`src/rtl/uart_rx_os.sv`:
```
// 8N1 UART receiver with 16x oversampling: two-flop line synchroniser, start-bit
// validation and 2-of-3 majority vote on the mid-bit samples (s = 7, 8, 9).
module uart_rx_os #(
  parameter int freq      = 100_000_000,
  parameter int baud_rate = 9600
) (
  input  logic       clk,
  input  logic       rst,
  input  logic       rx,
  output logic [7:0] rx_out,
  output logic       rx_done,
  output logic       frame_err,
  output logic       rx_busy
);

  localparam int OSR_DIV = freq / (baud_rate * 16);
  localparam int CNT_W   = (OSR_DIV > 1) ? $clog2(OSR_DIV) : 1;

  typedef enum logic [1:0] {IDLE, START, DATA, STOP} state_t;

  logic             rx_meta;
  logic             rx_s;
  logic [CNT_W-1:0] osr_cnt;
  logic             tick;
  state_t           state;
  logic [3:0]       s_cnt;
  logic [2:0]       bit_cnt;
  logic [7:0]       shreg;
  logic [2:0]       smp;
  logic             vote;
  logic             vote_stop;

  function automatic logic maj3(input logic a, input logic b, input logic c);
    return (a & b) | (a & c) | (b & c);
  endfunction

  assign tick      = (osr_cnt == CNT_W'(OSR_DIV - 1));
  assign vote      = maj3(smp[0], smp[1], smp[2]);
  // STOP decides on the s=9 tick itself, so the third sample is taken straight from rx_s
  assign vote_stop = maj3(smp[0], smp[1], rx_s);

  // line synchroniser, idles high
  always_ff @(posedge clk or posedge rst) begin
    if (rst) begin
      rx_meta <= 1'b1;
      rx_s    <= 1'b1;
    end else begin
      rx_meta <= rx;
      rx_s    <= rx_meta;
    end
  end

  // free-running oversample tick
  always_ff @(posedge clk or posedge rst) begin
    if (rst) begin
      osr_cnt <= '0;
    end else if (tick) begin
      osr_cnt <= '0;
    end else begin
      osr_cnt <= osr_cnt + 1'b1;
    end
  end

  // mid-bit samples and shift register: data only, no reset
  always_ff @(posedge clk) begin
    if (tick && state != IDLE) begin
      case (s_cnt)
        4'd7:    smp[0] <= rx_s;
        4'd8:    smp[1] <= rx_s;
        4'd9:    smp[2] <= rx_s;
        default: ;
      endcase
      if (state == DATA && s_cnt == 4'd15) begin
        shreg <= {vote, shreg[7:1]};
      end
    end
  end

  // receive FSM with registered outputs
  always_ff @(posedge clk or posedge rst) begin
    if (rst) begin
      state     <= IDLE;
      s_cnt     <= 4'd0;
      bit_cnt   <= 3'd0;
      rx_out    <= 8'h00;
      rx_done   <= 1'b0;
      frame_err <= 1'b0;
      rx_busy   <= 1'b0;
    end else begin
      rx_done <= 1'b0;
      if (tick) begin
        case (state)
          IDLE: begin
            if (!rx_s) begin
              state   <= START;
              s_cnt   <= 4'd0;
              rx_busy <= 1'b1;
            end
          end
          START: begin
            s_cnt <= s_cnt + 4'd1;
            if (s_cnt == 4'd15) begin
              if (!vote) begin
                state   <= DATA;
                bit_cnt <= 3'd0;
              end else begin
                state   <= IDLE;
                rx_busy <= 1'b0;
              end
            end
          end
          DATA: begin
            s_cnt <= s_cnt + 4'd1;
            if (s_cnt == 4'd15) begin
              if (bit_cnt == 3'd7) begin
                state <= STOP;
              end else begin
                bit_cnt <= bit_cnt + 3'd1;
              end
            end
          end
          STOP: begin
            s_cnt <= s_cnt + 4'd1;
            if (s_cnt == 4'd9) begin
              rx_out    <= shreg;
              frame_err <= ~vote_stop;
              rx_done   <= 1'b1;
              state     <= IDLE;
              rx_busy   <= 1'b0;
              s_cnt     <= 4'd0;
            end
          end
          default: begin
            state   <= IDLE;
            rx_busy <= 1'b0;
          end
        endcase
      end
    end
  end

endmodule

```
`config.mk`:
```
export PLATFORM = sky130hd
export DESIGN_NAME = uart_rx_os
export DESIGN_NICKNAME = d
export VERILOG_FILES = /design/src/rtl/uart_rx_os.sv
export SDC_FILE = /design/constraint.sdc
export NUM_CORES = 1
export LEC_CHECK = 0
export CAP_MARGIN = 20
export CELL_PAD_IN_SITES_DETAIL_PLACEMENT = 1
export CELL_PAD_IN_SITES_GLOBAL_PLACEMENT = 2
export CORE_ASPECT_RATIO = 0.7
export CORE_MARGIN = 2
export CORE_UTILIZATION = 43
export DETAILED_ROUTE_END_ITERATION = 12
export PLACE_DENSITY = 0.9
export SYNTH_ARGS = -nofsm -noshare
export SYNTH_HDL_FRONTEND = slang
export SYNTH_SLANG_ARGS = --single-unit
```
`constraint.sdc`:
```
create_clock -name clk -period 3.2 [get_ports clk]
set_input_delay 0.64 -clock clk [delete_from_list [all_inputs] [get_ports clk]]
set_output_delay 0.64 -clock clk [all_outputs]
set_load 0.01 [all_outputs]
```
==> results of run 1 <==
## cells by family (layout without fill, tap and decap cells)
family	after synthesis	in the layout
mux	13	13
simple gates	54	54
xor+xnor	9	9
fa+ha+maj	13	13
compound gates	12	12
flops	43	43
buf+inv	18	35
## stage by stage
stage / worst slack [ns] / total power, mW / std cells / util
floorplan: 1.49 / 0.582 / 162 / -
global placement: 1.28 / 0.588 / 226 / 0.495
detailed placement: 1.16 / 0.589 / 226 / 0.495
CTS: 1.14 / 0.932 / 234 / 0.515
global route: 1.02 / 0.963 / 234 / 0.515
finish: 1.20 / 0.917 / 234 / 0.515
## registers in the layout, indices dropped and copies added (netlist names), named ones only
register and cells:
bit_cnt 3, osr_cnt 10, s_cnt 4, shreg 8, rx_meta 1, rx_out 8
rx_s 1, state 1, rx_done 1, frame_err 1, smp 3, rx_busy 1
## area by class of cell
class	instances	area [um^2]
Fill cell	466	2150
Sequential cell	43	1130
Multi-Input combinational cell	101	806
Timing Repair Buffer	14	138
Clock buffer	6	72.6
Tap cell	55	68.8
Inverter	13	48.8
Clock inverter	2	12.5
## placed cells by master (no fill, tap or decap), drive strengths merged, types with 3 or more instances in the layout
cell type	n
clkdlybuf4s50	13
mux2	11
nand2	9
a21oi	3
xnor2	7
nor2	13
o21ai	3
a22o	3
and3	3
dfrtp	30
nand3	4
clkbuf	6
inv	13
and4b	3
nand4	3
edfxtp	11
ha	11
nor3	3
## power by group
part           leakage, nW  internal [mW]  switching [mW]
clock               0.0412          0.153           0.187
sequential           0.525          0.563         0.00125
combinational        0.429        0.00372         0.00901
## metal layers
layer,up-vias,part of all wire,GRT usage
li1,600,-,-
met1,640,0.48,0.216
met2,21,0.46,0.278
met3,5,0.046,0.0643
met4,0,0.015,0.0612
met5,-,0,0
## how the worst max path moves through the flow
stage	start	endpoint	slack, ns	cells past startpoint
4_1_cts	s_cnt[1]	rx_out[2]	1.14	5
3_5_place_dp	s_cnt[1]	rx_out[0]	1.16	5
6_report	s_cnt[1]	rx_out[2]	1.20	5
3_3_place_gp	s_cnt[1]	rx_out[0]	1.28	5
5_1_grt	s_cnt[1]	rx_out[1]	1.02	5
2_1_floorplan	flop	flop	1.49	6
==> reports/qor.yml, run 1 <==
synth_common_cells: "dfrtp_1 (30), inv_1 (13), nor2_1 (13)"
synth_nets: 176
synth_edf_count: 11
worstPathArrival_ns: 2.19
wire_per_inst_um: 16.1
worst-path-buf-inv: 1
report.final.slew_viol_count: 0
rrSetupSlack_ns: 1.20
hpwl_mm: 2.71
setup_violations: 0
syn_area_per_cell_um2: 12.4
yosysMostFrequentCell: "dfrtp_1"
grt_setup_unrepaired: "no"
cts_buffers: 5
clk_pin_slew_ns: 0.08
fin_nets: 192
r2r_cells: 5
die_w_um: 85.8
ys_warn_count: 0
antennaDiodeCount: 0
crit_family: "simple AND/OR/NAND/NOR gates"
grt_pass1_vias: 1336
r2r_end: "rx_out[2]"
worstPathMaxFanout: 11
worst_pin_slew_ns: 0.610
outcome: "finished, violations left"
hold_end: "rx_s"
max-slew-margin-rel: 0.591
postRouteWirelength_mm: 3.78
first_iter_violations: 21
htreeDepth: 2
dieArea_um2: 5250
drive_gt1_frac: 0.145
synth_top_area_frac: 0.373
r2r-start: "s_cnt[1]"
ctsHoldBuffers: 0
synthTopCellsByArea: "dfrtp_1 (37%), edfxtp_1 (16%), ha_1 (6.8%)"
slowest_delay_ns: 0.50
setup_tns_ns: 0
grt_first_pass_wirelength_mm: 6.58
postLayoutCellArea_um2: 2280
ir_worst_vdd_v: 0.000165
clock_latency_ns: 0.30
synth_cell_types: 40
clockBufferDepth: 2
ios: 14
rows: 20
numPortBuffers: 13
fin_hold_ws_ns: 0.359
synth-compound-area-share: 0.0410
first_pass_iters: 10
violations: "DRC"
syn2layout_area_growth_pct: 13.3
synth_simple_gate_area_frac: 0.170
start_util: 0.454
cts_resized: 0
viasPerCell: 5.41
antenna_found_initial: 0
synth_fa_ha_area_frac: 0.0784
hold_path_class: "flop to flop"
worstSetupPathType: "flop to flop"
ys_async_sr_fraction: 0.744
grtUsageTotal: 0.171
setup.worst_path.start_class: "flop"
clock-sinks: 43
report.final.hold_viol_count: 0
grt_max_degree: 33
die_h_um: 61.2
worstHoldStart: "rx_meta"
yosysSeqAreaShare: 0.563
critPathCaptureType: "flop"
cts_tree: "yes"
cpMaxStageDelayCell: "nand4b_1"
cap_violations: 0
ys_ff_latch: 43
postCtsSetupRepairBufs: 0
crit_required_ns: 3.38
yosys.area_share.xor_xnor: 0.0392
synthesis.area_um2: 2010
fin_crit_ns: 2.00
fin_crit_sh: 0.626
globalplace.congestion: 0.847
grt_remaining_overflow: 0
p_leak_nw: 0.995
p_per_area_nw_per_um2: 402
cts-root-buf: "clkbuf_8"
muxShareOfSynthArea: 0.0715
skew_ns: 0.00513
ant_nets: 0
max_freq_mhz: 499
syn_inst: 162
synth_top_family_by_area: "simple AND/OR/NAND/NOR gates"
post_dp_cell_area_um2: 2190
hold_path_depth: 0
synthFlopType: "dfrtp_1"
vias: 1266
crit_chain: "inv_1, ha_1, and4b_1, nand4b_1, mux2_2"
coreArea_um2: 4430
yosysTopAreaCell: "dfrtp_1"
drc: 2
No activity file was read; power rests on OpenSTA's default activity.
==> inputs of run 2 (changes only) <==
--- a/config.mk
+++ b/config.mk
@@ -10,9 +10,9 @@
 export CELL_PAD_IN_SITES_GLOBAL_PLACEMENT = 2
 export CORE_ASPECT_RATIO = 0.7
 export CORE_MARGIN = 2
-export CORE_UTILIZATION = 43
+export CORE_UTILIZATION = 40
 export DETAILED_ROUTE_END_ITERATION = 12
-export PLACE_DENSITY = 0.9
+export PLACE_DENSITY = 0.85
 export SYNTH_ARGS = -nofsm -noshare
 export SYNTH_HDL_FRONTEND = slang
 export SYNTH_SLANG_ARGS = --single-unit
==> constraint.sdc (replaced) <==
create_clock -name clk -period 2 [get_ports clk]
set_input_delay 0.4 -clock clk [delete_from_list [all_inputs] [get_ports clk]]
set_output_delay 0.4 -clock clk [all_outputs]
set_load 0.01 [all_outputs]
==> run 2 against run 1 <==
- the run now ends clean
- total power rose by 87%
- combinational power up 65%
- via count is 2.5% higher
- sequential share of layout area decreased by 2.1 points
- non-clock buffer count rose by 2
- sequential power rose by 60%
- maximum frequency grew 8.4%
- core utilization fell by 2.0 points
- cell count is 6.8% higher
- setup slack lost 1.0 ns
==> reports/qor.yml, run 2 (synthesis results as in run 1) <==
clockBufferDepth: 2  # unchanged
fin_crit_sh: 0.924  # +0.298
skew_ns: 0.00589  # +0.000756 ns
grt_first_pass_wirelength_mm: 6.67  # +1.4%
worstSetupPathType: "flop to flop"
clock-sinks: 43  # unchanged
postLayoutCellArea_um2: 2380  # +4.3%
largest_reg_flops: 10  # unchanged
post_dp_cell_area_um2: 2230  # +1.5%
grt_max_degree: 33  # unchanged
report.final.hold_viol_count: 0  # unchanged
setup_slack_ns: 0.152  # -1.04 ns
postRouteWirelength_mm: 3.96  # +4.7%
worstPathMaxFanout: 6  # -5
n_fill_cell: 510  # +9.4%
grt_pass1_vias: 1350  # +1.0%
ant_nets: 0  # unchanged
max-slew-margin-rel: 0.684  # +0.0930
p_per_area_nw_per_um2: 721  # +79%
reg.largest.list: "osr_cnt x10, rx_out x8, shreg x8"
fin_crit_ns: 1.85  # -0.155 ns
worstPathArrival_ns: 2.07  # -0.12 ns
hpwl_mm: 2.78  # +2.5%
setup.worst_path.start_class: "flop"
drive_gt1_frac: 0.177  # +0.0315
wire_per_inst_um: 15.8  # -2.0%
clock_latency_ns: 0.29  # about the same
ir_worst_vdd_v: 0.000363  # +120%
p_leak_nw: 1.03  # +3.4%
grt_setup_unrepaired: "no"
worst_pin_slew_ns: 0.470  # -0.140 ns
dieArea_um2: 5620  # +7.1%
fin_nets: 194  # +1.0%
setup_tns_ns: 0  # unchanged
largest-register: "osr_cnt"
start_util: 0.418  # -0.0358
grt_remaining_overflow: 0  # unchanged
ios: 14  # unchanged
hold_path_class: "flop to flop"
coreArea_um2: 4810  # +8.6%
first_iter_violations: 60  # +190%
cts-root-buf: "clkbuf_8"
drc: 0  # -2
antennaDiodeCount: 0  # unchanged
vias: 1298  # +2.5%
mostFrequentLayoutCells: "dfrtp_1 (30), inv_1 (13), nor2_1 (13), clkdlybuf4s50_1 (13)"
cts_tree: "yes"
max_freq_mhz: 541  # +8.4%
viasPerCell: 5.19  # -4.0%
grtUsageTotal: 0.154  # -0.0170
outcome: "finished clean"
numPortBuffers: 13  # unchanged
syn2layout_area_growth_pct: 18.2
rows: 21  # +5.0%
antenna_found_initial: 0  # unchanged
power_mw: 1.72  # +87%
post-place-ws_ns: 0.0633  # -1.10 ns
final_common_cell: "dfrtp_1"
setup_violations: 0  # unchanged
cap_violations: 0  # unchanged
crit_required_ns: 2.22  # -1.16 ns
cts_buffers: 5  # unchanged
die_h_um: 63.3  # +3.4%
critPathCaptureType: "flop"
htreeDepth: 2  # unchanged
first_pass_iters: 4  # -6
globalplace.congestion: 0.851  # +0.42%
clk_pin_slew_ns: 0.08  # about the same
die_w_um: 88.8  # +3.5%
report.final.slew_viol_count: 0  # unchanged
[run 2: repair_timing]
action,4_1_cts,5_1_grt
hold endpoints to repair,0,0
buffers inserted,0,0
setup endpoints to repair,0,15
hold buffers,0,0
resized for setup,0,4
[run 2: critical path, stage by stage, from the launching register on]
cell,delay (ns)
dfrtp_1,0.45
nor4b_4,0.35
nand4_2,0.24
or4_1,0.57
a21oi_1,0.17
[run 2: final timing paths]
path,from,end,cells past startpoint,slack (ns)
max,osr_cnt[2],state[0],4,0.15
min,rx_meta,rx_s,0,0.36
max reg2reg,osr_cnt[2],state[0],4,0.15
min reg2reg,rx_meta,rx_s,0,0.36
max in group asynchronous,rst,rx_meta,3,1.16
min in group asynchronous,rst,frame_err,3,0.50
[run 2: layout make-up]
| cell class | count | area [um^2] | share of cell area |
|---|---|---|---|
| clock buffer | 6 | 72.6 | 0.0305 |
| inverter | 13 | 48.8 | 0.0205 |
| sequential | 43 | 1130 | 0.477 |
| tap | 69 | 86.3 | 0.0363 |
| clock inverter | 2 | 60.1 | 0.0252 |
| multi-input combinational | 101 | 825 | 0.347 |
| timing repair buffer | 16 | 153 | 0.0642 |
[run 2: per-stage QoR]
stage | std cells | utilization | hold slack (ns)
finish | 250 | 0.495 | 0.358
global placement | 242 | 0.463 | 0.348
CTS | 250 | 0.491 | 0.361
detailed placement | 242 | 0.463 | 0.350
floorplan | 162 | - | 0.345
global route | 250 | 0.495 | 0.372
[run 2: per-layer routing]
layer / vias up / wire, um / global-route usage
met4: 0 / 74 / 0.0511
li1: 603 / - / -
met2: 30 / 1830 / 0.236
met3: 9 / 167 / 0.0406
met5: - / 0 / 0
met1: 656 / 1890 / 0.213
[run 2: power by group]
group          switching, mW  internal (mW)  total [mW]
combinational         0.0149        0.00596      0.0209
clock                  0.294          0.499       0.793
sequential           0.00197          0.900       0.902
==> inputs of run 3 (changes only) <==
--- a/config.mk
+++ b/config.mk
@@ -5,7 +5,6 @@
 export SDC_FILE = /design/constraint.sdc
 export NUM_CORES = 1
 export LEC_CHECK = 0
-export CAP_MARGIN = 20
 export CELL_PAD_IN_SITES_DETAIL_PLACEMENT = 1
 export CELL_PAD_IN_SITES_GLOBAL_PLACEMENT = 2
 export CORE_ASPECT_RATIO = 0.7
==> results of run 3 <==
The final DEF is identical to that of run 2; final timing and power are the same.
